`config.mk`:
```
export PLATFORM = sky130hd
export DESIGN_NAME = param_sync_fifo
export DESIGN_NICKNAME = d
export VERILOG_FILES = /design/src/rtl/param_sync_fifo.sv
export SDC_FILE = /design/constraint.sdc
export NUM_CORES = 1
export LEC_CHECK = 0
export CAP_MARGIN = 20
export CELL_PAD_IN_SITES_DETAIL_PLACEMENT = 1
export CELL_PAD_IN_SITES_GLOBAL_PLACEMENT = 1
export CORE_ASPECT_RATIO = 1.4
export CORE_MARGIN = 2
export CORE_UTILIZATION = 54
export DETAILED_ROUTE_END_ITERATION = 8
export HOLD_SLACK_MARGIN = 0.08
export PLACE_DENSITY = 0.82
export SLEW_MARGIN = 40
export SYNTH_ARGS = -nofsm -noshare
export SYNTH_HDL_FRONTEND = slang
export SYNTH_SLANG_ARGS = --single-unit
```
`constraint.sdc`:
```
create_clock -name clk_i -period 7.8 [get_ports clk_i]
set_clock_uncertainty 0.1 [all_clocks]
set_input_delay 2.34 -clock clk_i [delete_from_list [all_inputs] [get_ports clk_i]]
set_output_delay 2.34 -clock clk_i [all_outputs]
set_load 0.01 [all_outputs]
```
`src/rtl/param_sync_fifo.sv`:
```
// Single-clock FIFO with occupancy counter, threshold flags, sticky errors
// and a choice of registered or first-word-fall-through read data.
module param_sync_fifo #(
  parameter int WIDTH    = 16,
  parameter int DEPTH    = 8,
  parameter int AF_LEVEL = DEPTH - 1,
  parameter int AE_LEVEL = 1,
  parameter int FWFT     = 0
) (
  input  logic                       clk_i,
  input  logic                       rst_i,
  input  logic                       clr_i,
  input  logic                       wr_i,
  input  logic [WIDTH-1:0]           din_i,
  input  logic                       rd_i,
  output logic [WIDTH-1:0]           dout_o,
  output logic                       full_o,
  output logic                       empty_o,
  output logic                       almost_full_o,
  output logic                       almost_empty_o,
  output logic [$clog2(DEPTH):0]     count_o,
  output logic                       overflow_o,
  output logic                       underflow_o
);

  localparam int AW = $clog2(DEPTH);
  localparam int CW = AW + 1;

  localparam logic [CW-1:0] FULL_L = CW'(DEPTH);
  localparam logic [CW-1:0] AF_L   = CW'(AF_LEVEL);
  localparam logic [CW-1:0] AE_L   = CW'(AE_LEVEL);

  logic [WIDTH-1:0] mem [DEPTH];
  logic [AW-1:0]    wr_ptr;
  logic [AW-1:0]    rd_ptr;
  logic [CW-1:0]    count;
  logic             ovf_q;
  logic             udf_q;
  logic             rd_acc;
  logic             wr_acc;

  assign empty_o        = (count == '0);
  assign full_o         = (count == FULL_L);
  assign almost_full_o  = (count >= AF_L);
  assign almost_empty_o = (count <= AE_L);
  assign count_o        = count;
  assign overflow_o     = ovf_q;
  assign underflow_o    = udf_q;

  // A pop frees a slot in the same cycle, so a full FIFO may still write.
  assign rd_acc = rd_i & ~empty_o & ~rst_i;
  assign wr_acc = wr_i & (~full_o | rd_acc) & ~rst_i;

  always_ff @(posedge clk_i or posedge rst_i) begin
    if (rst_i) begin
      wr_ptr <= '0;
      rd_ptr <= '0;
      count  <= '0;
      ovf_q  <= 1'b0;
      udf_q  <= 1'b0;
    end else if (clr_i) begin
      wr_ptr <= '0;
      rd_ptr <= '0;
      count  <= '0;
      ovf_q  <= 1'b0;
      udf_q  <= 1'b0;
    end else begin
      if (wr_acc)
        wr_ptr <= wr_ptr + 1'b1;
      if (rd_acc)
        rd_ptr <= rd_ptr + 1'b1;
      unique case (1'b1)
        (wr_acc & ~rd_acc): count <= count + 1'b1;
        (rd_acc & ~wr_acc): count <= count - 1'b1;
        default:            count <= count;
      endcase
      if (wr_i & ~wr_acc)
        ovf_q <= 1'b1;
      if (rd_i & empty_o)
        udf_q <= 1'b1;
    end
  end

  always_ff @(posedge clk_i) begin
    if (wr_acc & ~clr_i)
      mem[wr_ptr] <= din_i;
  end

  generate
    if (FWFT != 0) begin : g_fwft
      assign dout_o = mem[rd_ptr];
    end else begin : g_reg
      logic [WIDTH-1:0] dout_q;

      always_ff @(posedge clk_i or posedge rst_i) begin
        if (rst_i)
          dout_q <= '0;
        else if (rd_acc & ~clr_i)
          dout_q <= mem[rd_ptr];
      end

      assign dout_o = dout_q;
    end
  endgenerate

endmodule

```
# After elaboration in Yosys (flattened, before gate mapping)

Memories as Yosys holds them, arrays and structs flattened. A register that Yosys moved wholly into a read port is not among the register bits.
Cells that the tools add are included.

Register bits: 12
Bits in writable memories: 128
Input bits: 21
Output and inout bits: 26
Logic and storage cells: 48
Memories: 1

Memory list:

| name | depth | bits a word | rd ports | clocked after memory_dff | wr ports | line | source |
|---|---|---|---|---|---|---|---|
| mem  | 8     | 16          | 1        | 1                        | 1        | 33   | `logic [WIDTH-1:0] mem [DEPTH];` |

Add/sub/neg operators: 4
Magnitude comparators: 2
Equality and inequality tests: 1
Muxes and demuxes: 12
Bitwise logic cells: 17
Reduce and logical (&&, ||, !) cells: 6

Operators with widths:

| operator                                                          | count |
|---|---|
| two-way mux 3 bit                                                 | 4 |
| bitwise AND 1 bit                                                 | 10 |
| one-hot mux 4 bit (2 select lines)                                | 1 |
| nonzero test 2 bit                                                | 4 |
| adder 3 x 1 -> 3 bit, second input constant                       | 2 |
| two-way mux 1 bit                                                 | 6 |
| NOT 1 bit                                                         | 6 |
| adder 4 x 1 -> 4 bit, second input constant                       | 1 |
| == test 4 bit, second input constant                              | 1 |
| greater-or-equal comparator 4 x 3 -> 1 bit, second input constant | 1 |
| less-or-equal comparator 4 x 1 -> 1 bit, second input constant    | 1 |
| logical NOT 4 bit                                                 | 1 |
| two-way mux 4 bit                                                 | 1 |
| subtractor 4 x 1 -> 4 bit, second input constant                  | 1 |
| nonzero test 3 bit                                                | 1 |
| OR 1 bit                                                          | 1 |

# Depth between registers and ports, before layout

Word-level depth: 11
Mapped depth: 9
Depth with buffers taken out: 7

# Worst setup path after synthesis

OpenSTA, ideal clock, no wires.

Kind: input to register
Start: in rst_i
End: mem mem[2][0] (enable)
Setup time: 0.436 ns
Arrival time: 4.767 ns
Data required time: 7.264 ns
Setup slack: 2.497 ns
Stages: 4
Buffers on the path: 0
Cells stage by stage: and2b_2 o21ai_2 or2_2 nor4b_1

Word-level cells in the longest chain between the ends: 8

RTL lines:

| element                                     | line   | source |
|---|---|---|
| start: declaration                          | 11     | `input logic rst_i,` |
| NOT 1 bit (*)                               | 51, 52 |  |
| bitwise AND 1 bit                           | 51     | `assign rd_acc = rd_i & ~empty_o & ~rst_i;` |
| OR 1 bit                                    | 52     | `assign wr_acc = wr_i & (~full_o \| rd_acc) & ~rst_i;` |
| bitwise AND 1 bit                           | 52     |  |
| bitwise AND 1 bit (*)                       | 52     |  |
| bitwise AND 1 bit (*)                       | 85     | `if (wr_acc & ~clr_i)` |
| two-way mux 1 bit (*)                       | 85     |  |
| two-way mux 1 bit (not written as such) (*) | 86     | `mem[wr_ptr] <= din_i;` |
| end: declaration                            | 33     |  |

Mark *: on every way between the ends. The rest lies on a longest branch, timed or not.

# Worst setup path in the final report

Start: reg count[1] (netlist: count_o[1])
End: out empty_o

Word-level cells in the longest chain between the ends: 1

RTL lines:

| element                  | line | source |
|---|---|---|
| start: declaration       | 36   | `logic [CW-1:0] count;` |
| start signal: assignment | 73   | `(wr_acc & ~rd_acc): count <= count + 1'b1;` |
| start signal: assignment | 74   | `(rd_acc & ~wr_acc): count <= count - 1'b1;` |
| start signal: assignment | 75   | `default: count <= count;` |
| logical NOT 4 bit        | 42   | `assign empty_o = (count == '0);` |
| end: declaration         | 18   | `output logic empty_o,` |

No other way between the ends.

==> run_results.csv <==
group,metric,value,unit
synth,syn_nets,360,
die,die_h,132,um
sta,relSlewSlack,0.457,
synth,ys_warn_count,0,
synth,synth-xor-area-share,0.00558,
synth,synth_edf_count,128,
die,std_cell_rows,46,
global_routing,grt_pass1_wl,20900,um
global_routing,antenna_found_initial,0,
global_routing,grt_pass1_vias,3624,
synth,ys.flop_type,"edfxtp_1",
global_routing,grt.total_usage,0.235,
clock_network,cts_tree,"done",
die,die_w,95.1,um
synth,synthMuxAreaShare,0.145,
critical_path,cp_max_fo,6,
critical_path,slowest_stage,"clkdlybuf4s50_1",
cells_and_area,fillers,939,
cells_and_area,diodes,0,
critical_path,r2r-start,"count_o[1]",
flow_run,cap_violations,0,
cells_and_area,stdcell_count,548,
clock_network,cts_max_level,4,
global_routing,grt-ovfl-total,0,
clock_network,cts-buffers-inserted,17,
critical_path,worst-path-buf-inv,3,
place,port_buffers,46,
place,dp.cells,516,
synth,synth_compound_area_frac,0.0434,
sta,setup-tns-final,0,ps
synth,ys_types,45,
worst_hold_path,worstHoldStart,"dout_o[14]",
cells_and_area,layout-drive-gt1-share,0.250,
sta,tightest_slew,811,ps
die,die_area,12500,um^2
detailed_routing,drtIter0Drc,155,
synth,async_reset_ff_frac,0.179,
detailed_routing,drc_errors,0,
sta,fin_crit_sh,0.619,
synth,netlist_instances,334,
die,initial_core_util,0.554,
place,dp_hpwl,7690,um
sta,period_needed,4830,ps
critical_path,endpoint_kind,"output port",
die,core_region_area,11300,um^2
synth,synth-simple-area-share,0.0482,
critical_path,crit_family,"buffers and inverters",
critical_path,worstPathCellList,"inv_1 -> ha_1 -> or3b_1 -> inv_2 -> clkdlybuf4s50_1",
sta,rsz0062_at_grt,"false",
clock_network,clkTransAtPathRegs,60,ps
detailed_routing,drtPass1Iterations,4,
sta,hold_viol,0,
synth,synth_fa_ha_area_frac,0.00996,
die,ios,47,
clock_network,cts_hold_buf,0,
sta,setup_viol,0,
clock_network,post_cts_buffers,0,
clock_network,clock_latency,420,ps
power_and_ir_drop,peakVddDrop,0.171,mV
detailed_routing,ant_nets,0,
power_and_ir_drop,p_per_area,278,nW/um^2
clock_network,numClockSinks,156,
synth,synth-seq-cells,156,
critical_path,critPathKind,"flop to output port",
global_routing,grt_max_degree,35,
synth,syn_area,6280,um^2
clock_network,cts_root_buf,"clkbuf_16",
power_and_ir_drop,p_leak,2.53,nW
critical_path,start_kind,"flop",
sta,max_freq,207,MHz
critical_path,critPathLaunch,"count_o[1]",
synth,syn_area_per_cell,18.8,um^2
detailed_routing,viasPerCell,5.90,
sta,drv_slew,0,
critical_path,slowest_delay,540,ps
detailed_routing,avgRoutedWirePerCell,24.0,um
cells_and_area,syn_to_final_growth,19.6,%
critical_path,cp.required,5360,ps
critical_path,cp.arrival,2390,ps
detailed_routing,num_vias,3233,
detailed_routing,finalWirelength,13200,um
clock_network,clk_path_buf_depth,2,
worst_hold_path,hold_class,"flop to flop",
synth,synth_top_family_by_area,"multiplexers",
place,place.gp.congestion,0.734,
synth,seq_area_frac_synth,0.724,
clock_network,cts_resized,0,
outcome,status,"completed",
cells_and_area,layout.nets,417,
## cell families (layout without fill, tap and decap cells)
kind of cell / Yosys count / in the layout
AND/OR/NAND/NOR: 58 / 58
buffers and inverters: 23 / 93
multiplexers: 51 / 51
XOR/XNOR: 4 / 4
flip-flops: 156 / 156
AO/OA/AOI/OAI: 37 / 37
adder cells (fa/ha/maj): 5 / 5
## report_power, final
part | leakage, nW | switching [mW] | internal [mW]
clock network | 0.288 | 0.313 | 0.536
registers | 1.52 | 0.0384 | 0.949
logic | 0.729 | 0.115 | 0.135
## stage by stage
stage | utilization | instance area (um^2) | hold WS (ps) | power [mW] | setup WS, ps
final | 0.662 | 7510 | 384 | 2.09 | 2970
after global routing | 0.662 | 7510 | 422 | 2.16 | 2840
after CTS | 0.662 | 7510 | 388 | 2.10 | 2950
after detailed placement | 0.608 | 6900 | 371 | 1.25 | 3090
after global placement | 0.608 | 6890 | 366 | 1.24 | 3150
after floorplan | - | 6280 | 410 | 1.11 | 2500
## final cells by class
class / instances / area (um^2) / share of cell area
timing repair buffer: 57 / 543 / 0.0723
multi-input combinational: 155 / 1610 / 0.214
tap: 144 / 180 / 0.0240
clock inverter: 11 / 170 / 0.0227
clock buffer: 21 / 440 / 0.0587
sequential: 156 / 4550 / 0.606
inverter: 4 / 15.0 / 0.00200
## synth_stat cells, drive strengths merged, types with 3 or more instances
master  instances  area [um^2]
edfxtp        128         3840
nor2b           3         18.8
nor2           15         56.3
buf            15          120
mux2i          18          180
dfrtp          28          701
o21ai          21          165
mux4           32          721
xor2            3         26.3
a21oi           6         30.0
nand2          18         67.6
clkbuf          4         15.0
ha              5         62.6
inv             4         15.0
## layout by cell type, fill, tap and decap left out, types with 2 or more instances in the layout
master and count:
a21o_1 2, a21oi_1 6, a31o_2 2, buf_4 11
bufinv_16 4, clkbuf_1 4, clkbuf_16 17, clkdlybuf4s50_1 46
clkinv_2 2, clkinvlp_4 3, dfrtp_1 26, edfxtp_1 128
ha_1 5, inv_1 3, mux2i_1 18, mux4_2 32
nand2_1 18, nand3_1 2, nor2_1 15, nor2b_1 3
nor3_1 2, nor4_2 2, nor4b_2 2, o211ai_1 2
o21ai_0 5, o21ai_2 16, or2b_1 2, or3_1 2
xor2_1 3
## worst paths after layout
path	end	slack [ps]	depth (start not counted)
setup / recovery	empty_o	2970	5
hold / removal	dout_o[14]	380	2
setup reg to reg	dout_o[7]	5090	8
hold reg to reg	dout_o[14]	380	2
max in group asynchronous	rd_ptr[2]	4550	3
min in group asynchronous	wr_ptr[0]	2370	2
## routing by layer
layer / GRT usage / part of all wire / wire length (um) / vias up
li1: - / - / - / 1427
met1: 0.287 / 0.38 / 5070 / 1670
met4: 0.118 / 0.034 / 454 / 0
met3: 0.0510 / 0.041 / 535 / 37
met2: 0.388 / 0.54 / 7120 / 99
met5: 0 / 0 / 0 / -
## sequential cells by signal (all words and copies together), names as in the netlist
signal and flops:
underflow_o 1, rd_ptr 3, count_o 4, overflow_o 1, wr_ptr 3, dout_o 16
mem 128
## worst register-to-register path: stages (launching register included)
cell and delay (ps):
dfrtp_1 460, inv_1 110, ha_1 300, or3b_1 440, inv_2 120, or3_1 470, buf_4 410, nand2_1 160
o21ai_2 80
No activity file was read; power rests on OpenSTA's default activity.
